--- config.mk ---
export PLATFORM = sky130hd
export DESIGN_NAME = wb_addr_router
export DESIGN_NICKNAME = d
export VERILOG_FILES = /design/src/rtl/wb_addr_router.sv
export SDC_FILE = /design/constraint.sdc
export NUM_CORES = 1
export LEC_CHECK = 0
export CAP_MARGIN = 5
export CORE_AREA = 2 2 292 294
export DETAILED_ROUTE_END_ITERATION = 12
export DIE_AREA = 0 0 294 296
export HOLD_SLACK_MARGIN = 0.03
export PLACE_DENSITY_LB_ADDON = 0.05
export REMOVE_ABC_BUFFERS = 1
export SYNTH_ARGS = -nofsm -noshare
export SYNTH_HDL_FRONTEND = slang
export SYNTH_SLANG_ARGS = --single-unit
--- constraint.sdc ---
create_clock -name clk -period 2.6 [get_ports clk]
set_clock_uncertainty 0.05 [all_clocks]
set_input_delay 0.78 -clock clk [delete_from_list [all_inputs] [get_ports clk]]
set_output_delay 0.78 -clock clk [all_outputs]
set_load 0.005 [all_outputs]
--- src/rtl/wb_addr_router.sv ---
// rtl/wb_addr_router.sv - Wishbone single-master to N-slave address router.
// Registered BASE/MASK decode, per-CYC slave lock, decode-miss and watchdog ERR.
module wb_addr_router #(
  parameter int                      N_SLV    = 6,
  parameter int                      ADR_W    = 32,
  parameter int                      DAT_W    = 32,
  parameter logic [N_SLV*ADR_W-1:0]  SLV_BASE = '0,
  parameter logic [N_SLV*ADR_W-1:0]  SLV_MASK = '0,
  parameter int                      TIMEOUT  = 255
) (
  input  logic                     clk,
  input  logic                     rst_n,
  input  logic                     m_cyc,
  input  logic                     m_stb,
  input  logic                     m_we,
  input  logic [ADR_W-1:0]         m_adr,
  input  logic [DAT_W-1:0]         m_dat_o,
  output logic [DAT_W-1:0]         m_dat_i,
  output logic                     m_ack,
  output logic                     m_err,
  output logic                     m_rty,
  output logic [N_SLV-1:0]         s_cyc,
  output logic [N_SLV-1:0]         s_stb,
  output logic [N_SLV-1:0]         s_we,
  output logic [N_SLV*ADR_W-1:0]   s_adr,
  output logic [N_SLV*DAT_W-1:0]   s_dat_o,
  input  logic [N_SLV*DAT_W-1:0]   s_dat_i,
  input  logic [N_SLV-1:0]         s_ack,
  input  logic [N_SLV-1:0]         s_err,
  input  logic [N_SLV-1:0]         s_rty,
  output logic                     fault,
  output logic [ADR_W-1:0]         fault_adr
);

  localparam int SEL_W = (N_SLV > 1) ? $clog2(N_SLV) : 1;
  localparam int WD_W  = (TIMEOUT > 0) ? $clog2(TIMEOUT + 1) : 1;
  localparam logic [WD_W-1:0] WD_LAST = (TIMEOUT > 0) ? WD_W'(TIMEOUT - 1) : '0;
  localparam logic [WD_W-1:0] WD_MAX  = WD_W'(TIMEOUT);

  typedef enum logic [1:0] {
    ST_IDLE   = 2'd0,
    ST_ACTIVE = 2'd1,
    ST_FAULT  = 2'd2
  } state_t;

  state_t             state_q, state_d;
  logic [SEL_W-1:0]   sel_q, sel_d;
  logic [WD_W-1:0]    wdog_q, wdog_d;
  logic [ADR_W-1:0]   fault_adr_q, fault_adr_d;

  logic [N_SLV-1:0]   hit;
  logic               dec_found;
  logic [SEL_W-1:0]   dec_idx;
  logic               sel_hit;
  logic               sel_ack;
  logic               sel_err;
  logic               sel_rty;
  logic [DAT_W-1:0]   sel_dat;

  // Window match for every slave; the lowest index wins when windows overlap.
  always_comb begin
    hit       = '0;
    dec_found = 1'b0;
    dec_idx   = '0;
    for (int i = 0; i < N_SLV; i++) begin
      hit[i] = ((m_adr & SLV_MASK[i*ADR_W +: ADR_W]) == SLV_BASE[i*ADR_W +: ADR_W]);
    end
    for (int i = N_SLV - 1; i >= 0; i--) begin
      if (hit[i]) begin
        dec_found = 1'b1;
        dec_idx   = SEL_W'(i);
      end
    end
  end

  assign sel_hit = hit[sel_q];
  assign sel_ack = s_ack[sel_q];
  assign sel_err = s_err[sel_q];
  assign sel_rty = s_rty[sel_q];
  assign sel_dat = s_dat_i[int'(sel_q)*DAT_W +: DAT_W];

  always_ff @(posedge clk or negedge rst_n) begin
    if (!rst_n) begin
      state_q     <= ST_IDLE;
      sel_q       <= '0;
      wdog_q      <= '0;
      fault_adr_q <= '0;
    end else begin
      state_q     <= state_d;
      sel_q       <= sel_d;
      wdog_q      <= wdog_d;
      fault_adr_q <= fault_adr_d;
    end
  end

  always_comb begin
    state_d     = state_q;
    sel_d       = sel_q;
    wdog_d      = wdog_q;
    fault_adr_d = fault_adr_q;
    s_cyc       = '0;
    s_stb       = '0;
    s_we        = '0;
    s_adr       = '0;
    s_dat_o     = '0;
    m_dat_i     = '0;
    m_ack       = 1'b0;
    m_err       = 1'b0;
    m_rty       = 1'b0;
    fault       = 1'b0;

    case (state_q)
      ST_IDLE: begin
        wdog_d = '0;
        if (m_cyc && m_stb) begin
          if (dec_found) begin
            sel_d   = dec_idx;
            state_d = ST_ACTIVE;
          end else begin
            fault_adr_d = m_adr;
            state_d     = ST_FAULT;
          end
        end
      end

      ST_ACTIVE: begin
        if (!m_cyc) begin
          wdog_d  = '0;
          state_d = ST_IDLE;
        end else begin
          s_cyc[sel_q]                       = 1'b1;
          s_we[sel_q]                        = m_we;
          s_adr[int'(sel_q)*ADR_W +: ADR_W]  = m_adr;
          s_dat_o[int'(sel_q)*DAT_W +: DAT_W] = m_dat_o;
          if (m_stb && !sel_hit) begin
            // Beat left the locked slave's window: never strobe it.
            wdog_d      = '0;
            fault_adr_d = m_adr;
            state_d     = ST_FAULT;
          end else begin
            s_stb[sel_q] = m_stb;
            m_ack        = sel_ack;
            m_err        = sel_err;
            m_rty        = sel_rty;
            m_dat_i      = sel_dat;
            if (!m_stb || sel_ack || sel_err || sel_rty) begin
              wdog_d = '0;
            end else if (TIMEOUT != 0 && wdog_q == WD_LAST) begin
              // This stall brings the count to TIMEOUT; a response this cycle would have won.
              wdog_d      = '0;
              fault_adr_d = m_adr;
              state_d     = ST_FAULT;
            end else if (wdog_q != WD_MAX) begin
              wdog_d = wdog_q + 1'b1;
            end
          end
        end
      end

      ST_FAULT: begin
        m_err   = 1'b1;
        fault   = 1'b1;
        wdog_d  = '0;
        state_d = ST_IDLE;
      end

      default: begin
        state_d = ST_IDLE;
      end
    endcase
  end

  assign fault_adr = fault_adr_q;

endmodule

* Word-level counts from Yosys, hierarchy flattened
Cells that the tools add are included.
Storage, ports and cells: bits in registers 42, bits in latches 0, memory bits (writable) 0, memory bits (read-only) 0, bits of input ports 279, output and inout port bits 470, logic and storage cells 55, memories 0
Cells by class: add/subtract/negate cells 1, multiply operators 0, divide/modulo/power cells 0, $lt $le $gt $ge 0, equality and inequality tests 8, shift operators 0, muxes and demuxes 31, bitwise operators 1, reductions and logical operators 11
Operators by type and width (count):
- 32-bit two-way mux | 7
- 192-bit two-way mux | 1
- 8-bit two-way mux | 4
- 8-bit case mux with 2 select lines | 1
- 6-bit two-way mux | 2
- 1-bit two-way mux | 10
- 8-bit by 1-bit adder with 8-bit output (second input constant) | 1
- 8-bit equality test (second input constant) | 1
- 2-bit two-way mux | 4
- 8-bit inequality test (second input constant) | 1
- 3-bit inequality test (second input constant) | 2
- 5-bit inequality test (second input constant) | 1
- 2-bit case mux with 2 select lines | 1
- 4-bit AND reduction | 1
- 1-bit logical OR | 3
- 3-bit AND reduction | 1
- 2-bit by 1-bit equality test with 1-bit output (second input constant) | 1
- 2-bit equality test (second input constant) | 1
- 2-bit logical NOT | 1
- 2-bit inequality test (second input constant) | 1
- 1-bit case mux with 2 select lines | 1
- 2-bit AND reduction | 1
- 2-bit nonzero test | 1
- 2-bit OR reduction | 1
- other kinds (3) | 3

* Longest topological paths before layout
word-level depth 7, depth in mapped cells 7

* Worst setup path before layout
Ideal clock, no wire load.
path type input to output, from input m_cyc, to output s_dat_o[26], arrival 1411 ps, required time 1770 ps, setup slack 359 ps, cell stages on the path 3, buffers on the path 2, cells stage by stage clkbuf_1 clkbuf_1 and3_1
On the way: cells in the longest elaborated chain, start to end 2
RTL lines:
- start, declared | line 13 | input logic m_cyc,
- 32-bit two-way mux | line 127 | if (!m_cyc) begin
- 32-bit two-way mux | line 112 | case (state_q)
- end, declared | line 26 | output logic [N_SLV*DAT_W-1:0] s_dat_o,
Every way passes these cells.

* Worst setup path in the final report
from register state_q[1], to output s_adr[11]
On the way: cells in the longest elaborated chain, start to end 2
RTL lines:
- start, declared | line 46 | state_t state_q, state_d;
- start signal, assigned | line 89 | state_q <= state_d;
- 2-bit by 1-bit equality test with 1-bit output | line 112
- 192-bit two-way mux | line 112
- end, declared | line 25 | output logic [N_SLV*ADR_W-1:0] s_adr,
Every way passes these cells.

==> impl_metrics.json <==
{
  "outcome": "finished with violations",
  "violations": "negative setup slack",
  "insertion_delay_ps": 330,
  "pwr-share-clk": 0.207,
  "cts_tree": "yes",
  "clk_pin_slew_ps": 80,
  "grt_pass1_wl_um": 29800,
  "ys_warn_count": 0,
  "p_per_area_nw_per_um2": 452,
  "antenna_left": 0,
  "drive_gt1_frac": 0.245,
  "pwr-share-seq": 0.174,
  "syn2layout_area_growth_pct": 66.5,
  "postCtsHoldBufs": 0,
  "power_frac_comb": 0.619,
  "drtPass1Iterations": 4,
  "power_w": 0.00387,
  "io_buffers": 238,
  "htree_levels": 2,
  "pre_cts_ws_ps": -567,
  "cp_max_fo": 17,
  "post-route-worst-setup-slack_ps": -91.7,
  "instances_no_fill": 1999,
  "worstHoldPathType": "primary input to asynchronous set/reset pin",
  "dp_hpwl_um": 18100,
  "die_h_um": 296,
  "setup_tns_ps": -933,
  "root_buffer": "clkbuf_16",
  "max_clock_freq_mhz": 372,
  "critPathKind": "register to primary output",
  "startpoint_type": "register",
  "grt_use_total": 0.0488,
  "dpl_cell_area_um2": 8060,
  "clockBufferDepth": 2,
  "totalWireLength_um": 24100,
  "numClockSinks": 42,
  "power_switching_w": 0.00148,
  "final_max_slew_viol_count": 0,
  "synth_cell_types": 32,
  "grt_pass1_vias": 3585,
  "die_w_um": 294,
  "endpoint_kind": "primary output",
  "cp.required_ps": 1770,
  "stdcell_area_um2": 8550,
  "period_minus_slack_ps": 2690,
  "synth_area_per_cell_um2": 8.51,
  "drt_iter0_drc": 90,
  "yosys.area.top_type": "buf_4",
  "synth.cell_area_um2": 5140,
  "vias": 4117,
  "drc": 0,
  "peakVddDrop_mv": 0.256,
  "setup_viol": 33,
  "nets": 1191,
  "viasPerCell": 2.06,
  "antenna_found_initial": 6,
  "leakage_nw": 4.64,
  "postSynthCellCount": 604,
  "finalCritPeriodShare": 1.04,
  "swShare": 0.382,
  "dieArea_um2": 87000,
  "drv_cap": 0,
  "synth_seq_area_share": 0.205,
  "finalHoldViolCount": 0,
  "cts_inserted_buffers": 5,
  "grt_max_degree": 44,
  "initial_core_util": 0.0610,
  "gp_congestion": 0.612,
  "place_inst": 1962,
  "row_count": 107,
  "rsz0062_at_grt": "true",
  "synthTopCellsByArea": "buf_4 (49%), dfrtp_1 (20%), and3_1 (13%), mux2_2 (6.6%), clkbuf_1 (1.6%)",
  "avgRoutedWirePerCell_um": 12.1,
  "grt_overflow": 0,
  "intPower_w": 0.00239,
  "ios": 749,
  "core_area_um2": 84200,
  "synth_top_area_frac": 0.491,
  "worstPathArrival_ps": 1860,
  "synth_seq_cells": 42
}
-- metal layers --
layer	routed length (um)	track usage	vias up	part of all wire
li1	-	-	1921	-
met1	9190	0.0542	1886	0.38
met2	12000	0.0831	284	0.50
met3	2620	0.0235	18	0.11
met4	234	0.0131	8	0.0097
met5	50	0	-	0.0021
-- flip-flops by register name (all words and copies together) (netlist names) --
register,count
wdog_q,8
fault_adr,32
state_q,2
-- final timing paths --
| path | from | end | slack [ps] | depth (start not counted) |
|---|---|---|---|---|
| max in group asynchronous | rst_n | fault_adr[21] | 1600 | 2 |
| min | rst_n | fault_adr[8] | 310 | 1 |
| min reg2reg | fault_adr[1] | fault_adr[1] | 450 | 1 |
| min in group clk | fault_adr[1] | fault_adr[1] | 450 | 1 |
| max reg2reg | state_q[0] | wdog_q[5] | 480 | 9 |
| max | state_q[1] | s_adr[11] | -90 | 5 |
-- stage by stage --
step	hold slack, ps	util
finish	307	0.102
global route	311	0.101
CTS	299	0.0978
detailed placement	437	0.0957
global placement	430	0.0957
floorplan	426	-
-- critical path, stage by stage, from the launching register on --
cell             delay, ps
dfrtp_1                390
inv_2                   80
ha_4                   210
buf_12                 170
and3_1                 170
clkdlybuf4s50_1        500
-- cell usage in the layout (no fill, tap or decap), types with 2 or more instances in the layout --
cell	netlist	routed
mux2_2	30	30
clkbuf_16	0	8
and3_1	103	87
nand4_1	4	4
clkdlybuf4s15_1	0	3
nand2_1	6	5
ha_1	6	4
buf_12	0	13
and3_4	0	16
nand3_1	6	6
buf_8	0	9
dlygate4sd2_1	0	5
clkbuf_2	1	25
a21o_1	2	2
dlymetal6s2s_1	0	29
mux2_1	3	3
buf_2	1	26
dfrtp_1	42	42
o22ai_1	6	6
conb_1	1	335
buf_4	336	57
diode_2	0	2
clkdlybuf4s50_1	0	129
buf_6	3	23
a21oi_1	7	7
inv_2	0	2
inv_1	11	9
-- cells in the mapped netlist --
library cell / n
o22ai_1: 6
and4_1: 1
and3_1: 103
a21o_1: 2
nor3_1: 1
nand2b_4: 1
a41o_1: 1
mux2_2: 30
mux2_1: 3
inv_1: 11
nor2_1: 1
nand2_1: 6
dfrtp_1: 42
conb_1: 1
nand3_1: 6
nor2_4: 1
o21ai_1: 1
ha_1: 6
a21oi_1: 7
buf_2: 1
buf_4: 336
nor4b_4: 1
clkbuf_2: 1
buf_6: 3
nand4_1: 4
o2111a_2: 1
nand3b_2: 1
nor3b_1: 1
and3b_1: 1
a22o_1: 1
nor2b_1: 1
clkbuf_1: 22
-- cell type report --
| cell class | count | area [um^2] |
|---|---|---|
| Inverter | 11 | 41.3 |
| Clock buffer | 7 | 143 |
| Antenna cell | 2 | 5.00 |
| Clock inverter | 1 | 8.76 |
| Tap cell | 1090 | 1360 |
| Fill cell | 9784 | 75700 |
| Sequential cell | 42 | 1050 |
| Multi-Input combinational cell | 522 | 2760 |
| Timing Repair Buffer | 324 | 3180 |
-- power groups by stage --
stage | Sequential, W | Clock (W) | Combinational [W]
final | 0.000671 | 0.000802 | 0.00239
after global routing | 0.000672 | 0.000906 | 0.00264
after CTS | 0.000672 | 0.000902 | 0.00200
after detailed placement | 0.000686 | 0 | 0.00186
after global placement | 0.000687 | 0 | 0.00191
after floorplan | 0.000680 | 0 | 0.000548
-- cells by family (layout without fill, tap and decap cells) --
kind of cell | after synthesis | after routing | share of synthesized area
flip-flops | 42 | 42 | 0.205
other | 1 | 337 | 0.000730
AND/OR/NAND/NOR | 129 | 129 | 0.160
AO/OA/AOI/OAI | 19 | 19 | 0.0241
multiplexers | 33 | 33 | 0.0723
adder cells (fa/ha/maj) | 6 | 6 | 0.0146
buffers and inverters | 374 | 343 | 0.524
-- repair_timing --
item                       4_1_cts  5_1_grt
buffers inserted                13       13
gates cloned                     1        5
pin swaps                        0        0
setup endpoints to repair      102       70
resized for setup              221      141
Power figures use the tool's default switching activity.
